--- config.mk ---
export PLATFORM = sky130hd
export DESIGN_NAME = cache_req_master
export DESIGN_NICKNAME = d
export VERILOG_FILES = /design/src/rtl/cache_pkg.sv /design/src/rtl/cmd_fifo.sv /design/src/rtl/cache_req_master.sv
export SDC_FILE = /design/constraint.sdc
export NUM_CORES = 1
export LEC_CHECK = 0
export CAP_MARGIN = 20
export CORE_MARGIN = 2
export CORE_UTILIZATION = 56
export DETAILED_ROUTE_END_ITERATION = 7
export PLACE_DENSITY = 0.92
export SYNTH_ARGS = -nofsm -noshare
export SYNTH_HDL_FRONTEND = slang
export SYNTH_HIERARCHICAL = 1
export SYNTH_SLANG_ARGS = --single-unit
--- constraint.sdc ---
create_clock -name clk -period 6.79 [get_ports clk]
set_clock_uncertainty 0.05 [all_clocks]
set_input_delay 0.679 -clock clk [delete_from_list [all_inputs] [get_ports clk]]
set_output_delay 0.679 -clock clk [all_outputs]
set_load 0.01 [all_outputs]
--- src/rtl/cache_pkg.sv ---
// Shared widths, FSM state encoding and the queued command layout for the
// cache request master.
package cache_pkg;
  localparam int ADDR_W  = 10;
  localparam int WDATA_W = 8;
  localparam int LINE_W  = 32;
  localparam int CMD_W   = 1 + ADDR_W + WDATA_W;

  typedef enum logic [1:0] {IDLE, REQ, GAP} state_t;

  typedef struct packed {
    logic               write;
    logic [ADDR_W-1:0]  addr;
    logic [WDATA_W-1:0] wdata;
  } cmd_t;
endpackage

--- src/rtl/cmd_fifo.sv ---
// Command FIFO. The occupancy count carries one extra bit so that full and
// empty are distinct. Pointers wrap naturally because DEPTH is a power of two.
module cmd_fifo #(
  parameter int DEPTH = 4,
  parameter int WIDTH = 19
) (
  input  logic             clk,
  input  logic             rst,
  input  logic             push,
  input  logic [WIDTH-1:0] din,
  input  logic             pop,
  output logic [WIDTH-1:0] dout,
  output logic             full,
  output logic             empty
);
  localparam int PW = $clog2(DEPTH);

  logic [WIDTH-1:0] mem [DEPTH];
  logic [PW-1:0]    wr_ptr, rd_ptr;
  logic [PW:0]      count;
  logic             do_push, do_pop;

  // full is taken from the registered count, so a same-cycle pop never opens room
  assign full    = count == (PW+1)'(DEPTH);
  assign empty   = count == '0;
  assign do_push = push && !full;
  assign do_pop  = pop && !empty;
  assign dout    = mem[rd_ptr];

  always_ff @(posedge clk or negedge rst) begin
    if (!rst) begin
      wr_ptr <= '0;
      rd_ptr <= '0;
      count  <= '0;
    end else begin
      if (do_push) wr_ptr <= wr_ptr + 1'b1;
      if (do_pop)  rd_ptr <= rd_ptr + 1'b1;
      count <= count + (PW+1)'(do_push) - (PW+1)'(do_pop);
    end
  end

  always_ff @(posedge clk) begin
    if (do_push) mem[wr_ptr] <= din;
  end
endmodule

--- src/rtl/cache_req_master.sv ---
// Queues read/write commands and issues them one at a time to the cache.
// Each request is followed by a GAP cycle, and a stalled request is abandoned after TIMEOUT cycles.
module cache_req_master
  import cache_pkg::*;
#(
  parameter int FIFO_DEPTH = 4,
  parameter int TIMEOUT    = 255
) (
  input  logic               clk,
  input  logic               rst,
  input  logic               cmd_valid,
  output logic               cmd_ready,
  input  logic               cmd_write,
  input  logic [ADDR_W-1:0]  cmd_addr,
  input  logic [WDATA_W-1:0] cmd_wdata,
  output logic               proc_read_req,
  output logic               proc_write_req,
  output logic [ADDR_W-1:0]  proc_address,
  output logic [WDATA_W-1:0] proc_write_data,
  input  logic [LINE_W-1:0]  cache_read_data,
  input  logic               cache_read_ready,
  input  logic               cache_write_ready,
  output logic               rsp_valid,
  output logic [LINE_W-1:0]  rsp_data,
  output logic [ADDR_W-1:0]  rsp_addr,
  output logic               wr_done,
  output logic               rsp_timeout,
  output logic               busy
);
  localparam int CW = $clog2(TIMEOUT + 1);

  state_t        state, state_nxt;
  cmd_t          head, cmd_q;
  logic          fifo_full, fifo_empty, pop;
  logic [CW-1:0] wait_cnt;
  logic          hit, expire;

  cmd_fifo #(.DEPTH(FIFO_DEPTH), .WIDTH(CMD_W)) u_fifo (
    .clk   (clk),
    .rst   (rst),
    .push  (cmd_valid),
    .din   ({cmd_write, cmd_addr, cmd_wdata}),
    .pop   (pop),
    .dout  (head),
    .full  (fifo_full),
    .empty (fifo_empty)
  );

  assign cmd_ready       = !fifo_full;
  assign hit             = cmd_q.write ? cache_write_ready : cache_read_ready;
  assign expire          = wait_cnt == CW'(TIMEOUT - 1);
  assign proc_read_req   = (state == REQ) && !cmd_q.write;
  assign proc_write_req  = (state == REQ) && cmd_q.write;
  assign proc_address    = cmd_q.addr;
  assign proc_write_data = cmd_q.wdata;
  assign busy            = (state != IDLE) || !fifo_empty;

  always_comb begin
    state_nxt = state;
    pop       = 1'b0;
    case (state)
      IDLE: if (!fifo_empty) begin
        pop       = 1'b1;
        state_nxt = REQ;
      end
      REQ:     if (hit || expire) state_nxt = GAP;
      GAP:     state_nxt = IDLE;
      default: state_nxt = IDLE;
    endcase
  end

  always_ff @(posedge clk or negedge rst) begin
    if (!rst) state <= IDLE;
    else      state <= state_nxt;
  end

  // A matching ready on the last allowed cycle still counts as a completion.
  always_ff @(posedge clk or negedge rst) begin
    if (!rst) begin
      cmd_q       <= '0;
      wait_cnt    <= '0;
      rsp_valid   <= 1'b0;
      wr_done     <= 1'b0;
      rsp_timeout <= 1'b0;
      rsp_data    <= '0;
      rsp_addr    <= '0;
    end else begin
      rsp_valid   <= 1'b0;
      wr_done     <= 1'b0;
      rsp_timeout <= 1'b0;
      if (pop) begin
        cmd_q.write <= head.write;
        cmd_q.addr  <= head.addr;
        cmd_q.wdata <= head.write ? head.wdata : '0;
        wait_cnt    <= '0;
      end
      if (state == REQ) begin
        if (hit) begin
          rsp_valid <= !cmd_q.write;
          wr_done   <= cmd_q.write;
          if (!cmd_q.write) begin
            rsp_data <= cache_read_data;
            rsp_addr <= cmd_q.addr;
          end
        end else if (expire) begin
          rsp_timeout <= 1'b1;
        end else begin
          wait_cnt <= wait_cnt + 1'b1;
        end
      end
    end
  end
endmodule

== Word level (Yosys, flattened, before mapping) ==
Memories as Yosys holds them, arrays and structs flattened.
Cells that the tools add are included.

* Memories kept: 1
* Output and inout port bits: 67
* Word-level logic and storage cells: 59
* Bits of input ports: 56
* Memory bits (writable): 76
* Register bits after elaboration: 81

* Reduce and logical (&&, ||, !) cells: 14
* Add/subtract/negate cells: 5
* Bitwise logic cells: 1
* Multiplexer cells: 20
* Equal/unequal tests: 5

{| class="wikitable"
|+ Memories
! memory !! depth !! bits a word !! read ports !! clocked after memory_dff !! wr ports !! RTL line !! text
|-
| u_fifo.mem || 4 || 19 || 1 || 0 || 1 || cmd_fifo.sv:18 || <nowiki>logic [WIDTH-1:0] mem [DEPTH];</nowiki>
|}

{| class="wikitable"
|+ Operators by type and width
! cell !! count
|-
| two-way mux 8 bit || 5
|-
| two-way mux 1 bit || 12
|-
| adder 8 x 1 -> 8 bit, second input constant || 1
|-
| equality test 8 bit, second input constant || 1
|-
| adder 2 x 1 -> 2 bit, second input constant || 2
|-
| logical AND 1 bit || 4
|-
| two-way mux 2 bit || 2
|-
| inequality test 2 bit, second input constant || 2
|-
| case mux 2 bit (2 select lines) || 1
|-
| adder 3 x 1 -> 3 bit || 1
|-
| equality test 3 bit, second input constant || 1
|-
| logical NOT 1 bit || 3
|-
| logical NOT 3 bit || 1
|-
| AND reduction 3 bit || 1
|-
| subtractor 3 x 1 -> 3 bit || 1
|-
| equality test 2 x 1 -> 1 bit, second input constant || 1
|-
| logical NOT 2 bit || 1
|-
| logical OR 1 bit || 2
|-
| AND reduction 2 bit || 1
|-
| nonzero test 2 bit || 1
|-
| inverter 1 bit || 1
|}

== Longest topological paths before layout ==
* Depth after elaboration: 7
* Gate-level depth with buffers: 12
* Depth with buffers taken out: 11

== Modules after synthesis ==
The synthesis kept the hierarchy.

{| class="wikitable"
|+ By module, submodules not included
! module !! times used !! cells each !! area each (um^2) !! sequential area each (um^2)
|-
| cmd_fifo || 1 || 140 || 3211.8 || 2457.4
|-
| cache_req_master || 1 || 253 || 3101.7 || 1851.8
|}

== Worst setup path after synthesis ==
Ideal clock, no wire load.

* Kind: register to register
* Start point: register u_fifo.count[1]
* End point: register u_fifo.count[2]
* Cell stages (with the launch flop): 13
* Arrival time: 2.342 ns
* Buffers on the path: 1
* Library setup time: 0.123 ns
* Required time: 6.617 ns
* Slack: 4.275 ns
* Clock period less this slack: 2.515 ns
* Cell sequence: dfrtp_1 > nor3_1 > or3_1 > inv_1 > buf_2 > o31ai_1 > inv_1 > ha_1 > inv_1 > ha_1 > fa_1 > xnor2_1 > xnor2_1

* Word-level cells in the longest chain between the ends: 5
* Elaborated cells between the ends (all ways): 10
* Those cells by class: 2 x add/sub; 1 x eq/ne; 2 x mux; 5 x reduce/logical

{| class="wikitable"
|+ Ends and longest elaborated chain
! what !! RTL line !! text
|-
| from (decl) || cmd_fifo.sv:20 || <nowiki>logic [PW:0] count;</nowiki>
|-
| from (signal assigned) || cmd_fifo.sv:38 || <nowiki>count <= count + (PW+1)'(do_push) - (PW+1)'(do_pop);</nowiki>
|-
| logical NOT 3 bit || cmd_fifo.sv:25 || <nowiki>assign empty = count == '0;</nowiki>
|-
| net fifo_empty || cache_req_master.sv:34 || <nowiki>logic fifo_full, fifo_empty, pop;</nowiki>
|-
| two-way mux 1 bit || cache_req_master.sv:62 || <nowiki>IDLE: if (!fifo_empty) begin</nowiki>
|-
| two-way mux 1 bit || cache_req_master.sv:61 || <nowiki>case (state)</nowiki>
|-
| net pop || cache_req_master.sv:34 ||
|-
| logical AND 1 bit || cmd_fifo.sv:27 || <nowiki>assign do_pop = pop && !empty;</nowiki>
|-
| net u_fifo.do_pop || cmd_fifo.sv:21 || <nowiki>logic do_push, do_pop;</nowiki>
|-
| subtractor 3 x 1 -> 3 bit || cmd_fifo.sv:38 ||
|}

The timed path passes the listed nets, and every way through them passes these cells.
A chain may end at the register's enable or synchronous reset.

== Worst setup path after layout ==
* Start point: register u_fifo.count[1]
* End point: register u_fifo.count[2]

* Word-level cells in the longest chain between the ends: 5
* Elaborated cells between the ends (all ways): 10
* Those cells by class: 2 x add/sub; 1 x eq/ne; 2 x mux; 5 x reduce/logical

{| class="wikitable"
|+ Ends and longest elaborated chain
! what !! RTL line
|-
| logical NOT 3 bit * || cmd_fifo.sv:25
|-
| net fifo_empty || cache_req_master.sv:34
|-
| two-way mux 1 bit || cache_req_master.sv:62
|-
| two-way mux 1 bit || cache_req_master.sv:61
|-
| logical AND 1 bit * || cmd_fifo.sv:27
|-
| net u_fifo.do_pop || cmd_fifo.sv:21
|-
| subtractor 3 x 1 -> 3 bit * || cmd_fifo.sv:38
|}

Mark *: on every way through the listed nets, which the timed path passes. The rest lies on a longest branch.

==> impl_metrics.py <==
metrics = {
    "placed_design": {
        "dp_hpwl_um": 8250,
        "port_buffers": 122,
        "place_congestion": 0.838,
        "placement.cell_area_um2": 7510,
        "place_ws_ns": 3.14,
    },
    "floorplanning": {
        "dieArea_um2": 12100,
        "core-area_um2": 10900,
        "initial_core_util_pct": 57.7,
        "fp.dieW_um": 110,
        "die_height_um": 110,
        "rows": 38,
        "io-pin-count": 123,
    },
    "setup_path": {
        "cp_num_buf_inv": 3,
        "crit_chain": "nor3_1, or3_1, inv_1, o31ai_1, inv_1, ha_1, inv_1, ha_1, fa_1, xnor2_1, xnor2_1",
        "reg2regPathDepth": 11,
        "cp-start-kind": "flip-flop",
        "cp_max_fo": 23,
        "crit_path_end_kind": "flip-flop",
        "max_stage_delay_ns": 0.63,
        "cp_num_cells": 11,
        "critPathRequiredTime_ns": 7.07,
        "worst_path_most_repeated_cell": "inv_1",
        "cp_top_family": "simple AND/OR/NAND/NOR gates",
        "crit_slowest_cell": "or3_1",
        "critical_path_class": "flip-flop to flip-flop",
        "arrival_ns": 4.05,
    },
    "sta": {
        "setup_viol": 0,
        "fin_crit_ns": 3.78,
        "rsz0062_at_grt": "false",
        "finalCritPeriodShare_pct": 55.7,
        "tightestPinTransition_ns": 0.992,
        "timing.fmax_ghz": 0.265,
        "whs_ns": 0.0916,
        "hold_viol": 0,
        "slew-limit-headroom_pct": 33.9,
        "finalWorstSetupSlack_ns": 3.01,
        "drv_slew": 0,
        "setup_tns_ns": 0,
    },
    "logic_synthesis": {
        "synth_area_um2": 6310,
        "yosys_register_bits": 157,
        "synthCells": 393,
        "synthXorXnorAreaFrac_pct": 0.555,
        "avgSynthCellArea_um2": 16.1,
        "synth-seq-area-share_pct": 68.3,
        "yosys.cell_count.top_type": "dfrtp_1",
        "muxShareOfSynthArea_pct": 14.8,
        "synth.top_cells.by_area": "edfxtp_1 (36%), dfrtp_1 (32%), mux2_2 (7.1%)",
        "synth_cell_type_count": 40,
        "synthTopCellsByCount": "dfrtp_1 (81), edfxtp_1 (76), nand2_1 (55)",
        "synth-edff-count": 76,
        "yosysTopAreaCellShare_pct": 36.1,
        "synth_top_family_by_area": "multiplexers",
        "syn-num-nets": 458,
        "synth-compound-area-share_pct": 1.51,
        "synthAdderAreaFrac_pct": 1.90,
        "async_flop_share_pct": 51.6,
        "synthSimpleGateAreaFrac_pct": 9.12,
        "ys_warn_count": 6,
        "synthFlopType": "dfrtp_1",
        "yosys.area.top_type": "edfxtp_1",
    },
    "global_routing": {
        "grt_use_total_pct": 21.7,
        "grt_pass1_wl_um": 19100,
        "grt_max_degree": 82,
        "overflow": 0,
        "grt_pass1_vias": 3724,
        "antenna_found_initial": 0,
    },
    "clock_network": {
        "cts_made_buffers": 17,
        "postCtsSetupRepairBufs": 0,
        "clkTransAtPathRegs_ns": 0.06,
        "cts-root-buf": "clkbuf_16",
        "hold_buffers": 0,
        "cts_tree": "built",
        "htree_levels": 4,
        "post_cts_resized": 0,
        "cts.sinks": 157,
        "cts_buffer_depth": 2,
        "clk_latency_ns": 0.41,
    },
    "drt": {
        "drt_pass1_iterations": 4,
        "wirelength_um": 12400,
        "postRouteAntennaNets": 0,
        "vias": 3638,
        "viasPerCell": 5.52,
        "post_drt_wl_per_cell_um": 18.8,
        "drt-initial-drc-count": 226,
        "drc": 0,
    },
    "cells_and_area": {
        "ff_latch_area_um2": 4310,
        "drive_gt1_share_pct": 19.3,
        "area_delta_synth_final_pct": 28.1,
        "final_nets": 571,
        "multi_input_area_um2": 1760,
        "fillCellCount": 650,
        "final_cell_area_um2": 8090,
        "insertedDiodeCount": 0,
    },
    "min_path": {
        "worst_hold_path_type": "input port to asynchronous set/reset pin",
    },
    "outcome": {
        "status": "finished, final reports clean",
    },
    "run": {
        "maxCapViolations": 0,
    },
    "power": {
        "p_per_area_nw_per_um2": 456,
        "leakage_nw": 3.20,
        "irDropWorstVdd_mv": 0.234,
    },
}
## stage by stage
| stage | std cells | total power, W | util (%) |
|---|---|---|---|
| floorplan | 393 | 0.00230 | - |
| global placement | 625 | 0.00278 | 68.6 |
| detailed placement | 625 | 0.00285 | 68.6 |
| CTS | 657 | 0.00372 | 73.5 |
| global route | 659 | 0.00390 | 73.9 |
| finish | 659 | 0.00369 | 73.9 |
## cells by family (layout without fill, tap and decap cells)
group,count (synthesis),count (layout)
compound gates,11,11
xor+xnor,4,4
fa+ha+maj,9,9
buf+inv,41,167
flops,157,157
mux,64,64
simple gates,107,107
## registers in the layout, summed over array words and instances (netlist names)
signal           cells
cmd_q                1
proc_address        10
proc_write_data      8
rsp_addr            10
rsp_data            32
rsp_timeout          1
rsp_valid            1
state                2
u_fifo/count         3
u_fifo/mem          76
u_fifo/rd_ptr        2
u_fifo/wr_ptr        2
wait_cnt             8
wr_done              1
## report_power, final
| part | internal (W) | leakage, nW | switching [W] | total, W |
|---|---|---|---|---|
| logic | 0.000715 | 1.25 | 0.000609 | 0.00132 |
| registers | 0.00132 | 1.70 | 0.000199 | 0.00152 |
| clock network | 0.000495 | 0.251 | 0.000349 | 0.000844 |
| total | 0.00253 | 3.20 | 0.00116 | 0.00369 |
## cell type report
type                    count  area share (%)
flip-flops and latches    157            53.3
clock buffers              18            5.31
repair buffers            125            15.8
inverters                  10           0.464
multi-input cells         195            21.7
clock inverters            14            1.28
well taps                 140            2.17
## layer usage
metal  up-vias  GRT usage, %  part of all wire, %
li1       1647             -                    -
met1      1846          26.8                   41
met2       134          37.6                   52
met3        11          6.06                  6.8
met4         0          6.43                 0.99
met5         -             0                    0
## path summary, 6_finish.rpt
path                                     from                 end  slack, ns
max                           u_fifo/count[1]     u_fifo/count[2]       3.01
min                                       rst        rsp_data[15]       0.09
max reg2reg                   u_fifo/count[1]     u_fifo/count[2]       3.01
min reg2reg                proc_write_data[5]  proc_write_data[5]       0.42
max in group asynchronous                 rst         rsp_data[7]       6.03
min in group clk           proc_write_data[5]  proc_write_data[5]       0.42
## cells in the final DEF, fill, tap and decap left out, types with 5 or more instances in the layout
cell             synthesis  layout
clkbuf_16                0      17
clkdlybuf4s50_1          0     121
dfrtp_1                 81      81
edfxtp_1                76      76
ha_1                     8       8
inv_1                   10      10
mux2_2                  40      40
mux4_2                  19      19
nand2_1                 55      55
nand2b_1                 5       5
nand3_1                 11      11
nor2_1                   5       5
Power figures use the tool's default switching activity.
